==> config.mk <==
export PLATFORM = sky130hd
export DESIGN_NAME = if_fetch
export DESIGN_NICKNAME = d
export VERILOG_FILES = /design/src/rtl/if_pkg.sv /design/src/rtl/fetch_skid_buf.sv /design/src/rtl/if_fetch.sv
export SDC_FILE = /design/constraint.sdc
export NUM_CORES = 1
export LEC_CHECK = 0
export BUFFER_PORTS_ARGS = -buffer_cell sky130_fd_sc_hd__buf_2
export CORE_MARGIN = 5
export CORE_UTILIZATION = 55
export CTS_CLUSTER_SIZE = 10
export DETAILED_ROUTE_END_ITERATION = 8
export PLACE_DENSITY_LB_ADDON = 0.1
export SYNTH_ARGS = -nofsm -noshare
export SYNTH_HDL_FRONTEND = slang
export SYNTH_SLANG_ARGS = --single-unit
==> constraint.sdc <==
create_clock -name clk -period 7.25 [get_ports clk]
set_input_delay 1.45 -clock clk [delete_from_list [all_inputs] [get_ports clk]]
set_output_delay 1.45 -clock clk [all_outputs]
set_load 0.05 [all_outputs]
==> src/rtl/if_pkg.sv <==
// ---------------------------------------------------------------------------
// if_pkg
// Shared definitions for the instruction-fetch stage: fetch FSM states,
// the default reset PC, the nop encoding and the sequential PC increment.
// ---------------------------------------------------------------------------
package if_pkg;

    // IDLE  : post-reset bubble, no request
    // REQ   : request outstanding at pc_q
    // HOLD  : buffer full, fetch paused
    // DRAIN : redirect pending, waiting to retire the old request
    typedef enum logic [1:0] {
        IDLE  = 2'd0,
        REQ   = 2'd1,
        HOLD  = 2'd2,
        DRAIN = 2'd3
    } fetch_state_e;

    localparam logic [31:0] RESET_PC_DEFAULT = 32'h0000_3000;
    localparam logic [31:0] NOP              = 32'h0000_0000;
    localparam logic [31:0] PC_STEP          = 32'd4;

endpackage : if_pkg

==> src/rtl/fetch_skid_buf.sv <==
// ---------------------------------------------------------------------------
// fetch_skid_buf
// Two-entry output buffer for the fetch stage. Entry O drives the outputs,
// entry S backs it up so one fetched instruction can be parked while the
// downstream stage is stalled.
//
// Ports:
//   clk, rst              clock, asynchronous active-high reset
//   push                  new instruction from memory this cycle
//   push_pc, push_instr   address / word of the pushed instruction
//   consume               downstream takes the O entry this cycle
//   clear                 drop both entries (redirect)
//   out_valid/pc/instr    contents of O; out_instr is NOP when O is empty
//   s_full                S currently holds an instruction
// ---------------------------------------------------------------------------
module fetch_skid_buf
    import if_pkg::*;
(
    input  logic        clk,
    input  logic        rst,
    input  logic        push,
    input  logic [31:0] push_pc,
    input  logic [31:0] push_instr,
    input  logic        consume,
    input  logic        clear,
    output logic        out_valid,
    output logic [31:0] out_pc,
    output logic [31:0] out_instr,
    output logic        s_full
);

    logic        o_vld;
    logic [31:0] o_pc;
    logic [31:0] o_instr;
    logic        s_vld;
    logic [31:0] s_pc;
    logic [31:0] s_instr;
    logic        o_free;

    // O can accept new data when it is empty or being taken this cycle.
    assign o_free = ~o_vld | consume;

    always_ff @(posedge clk or posedge rst) begin
        if (rst) begin
            o_vld   <= 1'b0;
            o_pc    <= 32'h0;
            o_instr <= NOP;
            s_vld   <= 1'b0;
            s_pc    <= 32'h0;
            s_instr <= NOP;
        end else if (clear) begin
            o_vld <= 1'b0;
            s_vld <= 1'b0;
        end else if (consume && s_vld) begin
            // S advances into O; an arriving word refills S behind it.
            o_pc    <= s_pc;
            o_instr <= s_instr;
            if (push) begin
                s_pc    <= push_pc;
                s_instr <= push_instr;
            end else begin
                s_vld <= 1'b0;
            end
        end else if (o_free) begin
            // S is empty here, so the arriving word goes straight to O.
            if (push) begin
                o_vld   <= 1'b1;
                o_pc    <= push_pc;
                o_instr <= push_instr;
            end else begin
                o_vld <= 1'b0;
            end
        end else if (push) begin
            // O is held by a stall; park the word in S. The fetch FSM never
            // pushes while S is occupied, so nothing valid is overwritten.
            s_vld   <= 1'b1;
            s_pc    <= push_pc;
            s_instr <= push_instr;
        end
    end

    assign out_valid = o_vld;
    assign out_pc    = o_pc;
    assign out_instr = o_vld ? o_instr : NOP;
    assign s_full    = s_vld;

endmodule : fetch_skid_buf

==> src/rtl/if_fetch.sv <==
// ---------------------------------------------------------------------------
// if_fetch
// Instruction-fetch stage. Owns the fetch PC, runs a req/ack handshake with
// instruction memory (at most one request outstanding, request held stable
// until acknowledged) and delivers (pc, instr, valid) to the IF/ID register
// through a two-entry skid buffer. Redirects never abandon an in-flight
// request: the old request is drained and its data discarded.
//
// Ports:
//   clk, rst         clock, asynchronous active-high reset
//   stall_i          hazard stall, also holds IF/ID
//   redirect_i       one-cycle taken branch/jump pulse
//   redirect_pc_i    redirect target (bits [1:0] ignored)
//   imem_req_o       registered memory request
//   imem_addr_o      request address (= pc_q)
//   imem_ack_i       memory completes the current request
//   imem_rdata_i     instruction word, valid with imem_ack_i
//   valid_o          output holds a live instruction
//   pc_o, instr_o    delivered instruction; instr_o is nop when invalid
// ---------------------------------------------------------------------------
module if_fetch
    import if_pkg::*;
#(
    parameter logic [31:0] RESET_PC = RESET_PC_DEFAULT
) (
    input  logic        clk,
    input  logic        rst,
    input  logic        stall_i,
    input  logic        redirect_i,
    input  logic [31:0] redirect_pc_i,
    output logic        imem_req_o,
    output logic [31:0] imem_addr_o,
    input  logic        imem_ack_i,
    input  logic [31:0] imem_rdata_i,
    output logic        valid_o,
    output logic [31:0] pc_o,
    output logic [31:0] instr_o
);

    fetch_state_e state_q, state_d;
    logic [31:0]  pc_q, pc_d;
    logic [31:0]  redir_q, redir_d;
    logic         req_q, req_d;

    logic         ack;
    logic         consume;
    logic         push;
    logic         s_full;
    logic         o_free;
    logic         s_full_if_push;
    logic         s_full_if_idle;
    logic [31:0]  target;

    assign target  = redirect_pc_i & ~32'h3;
    // An ack is only meaningful while a request is actually outstanding.
    assign ack     = imem_ack_i & req_q;
    assign consume = valid_o & ~stall_i;
    assign o_free  = ~valid_o | consume;

    // Occupancy of S after this edge, for the cases with and without a
    // push. A push lands in S unless O is free and S empty.
    assign s_full_if_push = ~(o_free & ~s_full);
    assign s_full_if_idle = s_full & ~consume;

    always_comb begin
        state_d = state_q;
        pc_d    = pc_q;
        redir_d = redir_q;
        push    = 1'b0;

        if (redirect_i) begin
            unique case (state_q)
                REQ: begin
                    if (ack) begin
                        pc_d = target;
                    end else begin
                        redir_d = target;
                        state_d = DRAIN;
                    end
                end
                DRAIN: begin
                    // Latest target wins, even if the drain completes now.
                    if (ack) begin
                        pc_d    = target;
                        state_d = REQ;
                    end else begin
                        redir_d = target;
                    end
                end
                default: begin
                    pc_d    = target;
                    state_d = REQ;
                end
            endcase
        end else begin
            unique case (state_q)
                IDLE: state_d = REQ;
                REQ: begin
                    if (ack) begin
                        push    = 1'b1;
                        pc_d    = pc_q + PC_STEP;
                        state_d = s_full_if_push ? HOLD : REQ;
                    end
                end
                HOLD: state_d = s_full_if_idle ? HOLD : REQ;
                DRAIN: begin
                    if (ack) begin
                        pc_d    = redir_q;
                        state_d = REQ;
                    end
                end
                default: state_d = IDLE;
            endcase
        end

        req_d = (state_d == REQ) || (state_d == DRAIN);
    end

    always_ff @(posedge clk or posedge rst) begin
        if (rst) begin
            state_q <= IDLE;
            pc_q    <= RESET_PC;
            redir_q <= 32'h0;
            req_q   <= 1'b0;
        end else begin
            state_q <= state_d;
            pc_q    <= pc_d;
            redir_q <= redir_d;
            req_q   <= req_d;
        end
    end

    assign imem_req_o  = req_q;
    assign imem_addr_o = pc_q;

    fetch_skid_buf u_skid (
        .clk        (clk),
        .rst        (rst),
        .push       (push),
        .push_pc    (pc_q),
        .push_instr (imem_rdata_i),
        .consume    (consume),
        .clear      (redirect_i),
        .out_valid  (valid_o),
        .out_pc     (pc_o),
        .out_instr  (instr_o),
        .s_full     (s_full)
    );

endmodule : if_fetch

==> flow_summary_export.csv <==
group,metric,value,unit
global_routing,grt_use_total,22.6,%
power,power_leakage,5.36,nW
place,dp_hpwl,14300,µm
timing,fin_crit,3.47,ns
synthesis,synth_area_per_cell,10.8,µm²
clock_network,h-tree-depth,4,
routing,wl_per_cell,17.7,µm
clock_network,ctsHoldBuffers,0,
power,max-vdd-ir-drop,184,µV
synthesis,synth_ff_type,"dfrtp_1",
worst_setup_path,cp-start-kind,"register",
die,fp.dieH,138,µm
routing,ant_nets,0,
power,p_seq_share,45.6,%
worst_setup_path,critical_path_class,"reg2out",
worst_setup_path,required,5.80,ns
final_layout,layout-drive-gt1-share,29.5,%
die,die_area,19000,µm²
routing,detail_route.vias_per_cell,5.67,
final_layout,nNetsFinal,1022,
power,power.share.clock,28.4,%
power,p_sw,0.00113,W
hold_path,hold_path.class,"reg2reg",
final_layout,area.growth.synth_to_final,16.3,%
synthesis,yosysMostFrequentCell,"dfrtp_1",
worst_setup_path,arrival,2.02,ns
clock_network,clk_pin_slew_worst_paths,0.06,ns
synthesis,async_flop_share,100,%
power,internal_power,0.00211,W
power,power,0.00324,W
routing,drc,0,
timing,setup_tns,0,ns
power,power.density,310,nW/µm²
clock_network,root_buffer,"clkbuf_16",
place,finalWeightedCongestion,0.857,
global_routing,grt_pass1_wl,33700,µm
clock_network,postCtsSetupBuffers,0,
place,io_buffers,160,
synthesis,synth_area,8960,µm²
synthesis,yosys_warnings,0,
timing,max_freq,289,MHz
outcome,outcome,"finished clean",
die,fp.dieW,138,µm
synthesis,netlist.area_leader.share,51.9,%
global_routing,antenna_found_initial,2,
timing,tightest_slew,1.20,ns
synthesis,ys_top_cells_by_count,"dfrtp_1, nand2_1, mux2_2, o21ai_1, mux2i_1",
die,core_area,15900,µm²
synthesis,seq_area_frac_synth,52.5,%
timing,setup_viol,0,
global_routing,grt.overflow.total,0,
synthesis,yosysTopAreaCell,"dfrtp_1",
clock_network,clk_path_buf_depth,2,
timing,rsz0062_at_grt,"false",
routing,vias,6695,
timing,drv_slew,0,
run,max-cap-violations,0,
clock_network,numClockSinks,188,
die,ios,167,
clock_network,cts_made_buffers,17,
worst_setup_path,crit_fanout,39,
global_routing,grt_max_degree,135,
power,sw_frac_of_total,34.8,%
synthesis,yosysUniqueCellTypes,56,
timing,finalCritPeriodShare,47.8,%
synthesis,ys_seq_elements,188,
routing,drt_iter0_drc,458,
clock_network,insertion_delay,0.42,ns
clock_network,ctsResizeCount,0,
synthesis,synth_edf_count,0,
timing,hold_violations,0,
die,num_rows,46,
die,start_util,56.2,%
clock_network,cts_tree,"done",
global_routing,grt_pass1_vias,6509,
routing,dr.pass1.iters,5,
synthesis,synthCells,829,
synthesis,synth_area_leaders,"dfrtp_1, mux2_2, mux2i_1",
worst_setup_path,critPathCaptureType,"primary output",
routing,drt_wl_total,20900,µm
timing,slew_headroom,19.7,%
timing,finClkSkew,0.00760,ns
power,p_comb_share,26.0,%
## worst paths after layout
kind	startpoint	end	slack (ns)	cells after the start
worst min register to register	u_skid.o_instr[13]	u_skid.o_instr[13]	0.48	2
worst min-delay path	u_skid.o_instr[13]	u_skid.o_instr[13]	0.48	2
worst max register to register	u_skid.out_valid	u_skid.s_instr[20]	3.93	4
worst max-delay path	u_skid.out_valid	instr_o[26]	3.78	2
min in group asynchronous	rst	u_skid.s_instr[22]	1.22	2
max in group asynchronous	rst	redir_q[28]	4.79	3
## cell usage in the layout (no fill, tap or decap), types with 16 or more instances in the layout
master,n
o21ai_1,67
dfrtp_1,186
mux2_2,77
clkbuf_16,17
a21oi_1,28
mux2i_1,63
buf_2,160
mux2_1,16
nor2_1,23
and2_1,35
o21ai_0,36
and3_1,23
nand2_1,102
## area by class of cell
type                            instances  area, µm²
Antenna cell                            1       2.50
Clock inverter                          5       53.8
Multi-Input combinational cell        576       3990
Inverter                                5       26.3
Timing Repair Buffer                  164        831
Sequential cell                       188       4710
Fill cell                            1302       5520
Clock buffer                           26        539
Tap cell                              216        270
## power groups by stage
stage               sequential [W]  combinational, W  clock (W)
finish                     0.00148          0.000841   0.000919
global route               0.00151          0.000911   0.000981
CTS                        0.00147          0.000852   0.000934
detailed placement         0.00149          0.000850          0
global placement           0.00147          0.000827          0
floorplan                  0.00170          0.000401          0
## metrics by stage
stage	setup slack, ns	area [µm²]	utilization, %	instances	hold WS (ns)
after global routing	3.61	10400	65.4	1181	0.503
after floorplan	0.690	8970	-	832	0.447
final	3.78	10400	65.4	1181	0.477
after CTS	3.74	10400	65.4	1180	0.483
after detailed placement	3.52	9830	61.6	1149	0.468
after global placement	3.54	9830	61.6	1149	0.460
## worst max-delay path, stage by stage, from the launching register on
cell     delay, ns
dfrtp_1       1.06
and2_1        0.25
buf_2         0.26
## sequential cells by signal (all words and copies together), names as in the netlist, 30 cells and up
| register | flops |
|---|---|
| imem_addr_o | 30 |
| u_skid.out_pc | 30 |
| redir_q | 30 |
| u_skid.o_instr | 32 |
| u_skid.s_pc | 30 |
| u_skid.s_instr | 32 |
## cells by family after synthesis
logic type	share of synthesized area [%]
adder cells (fa/ha/maj)	0.140
XOR/XNOR	1.47
AND/OR/NAND/NOR	12.9
other	0.0418
flip-flops	52.5
buffers and inverters	3.32
AO/OA/AOI/OAI	10.8
multiplexers	18.8
## routing by layer
metal | track usage, % | wire [µm] | up-vias
met5 | 0 | 8 | -
met4 | 7.59 | 297 | 2
met3 | 4.46 | 1340 | 27
met2 | 36.1 | 9890 | 212
met1 | 31.2 | 9390 | 3278
li1 | - | - | 3176
No activity file was read; power rests on OpenSTA's default activity.
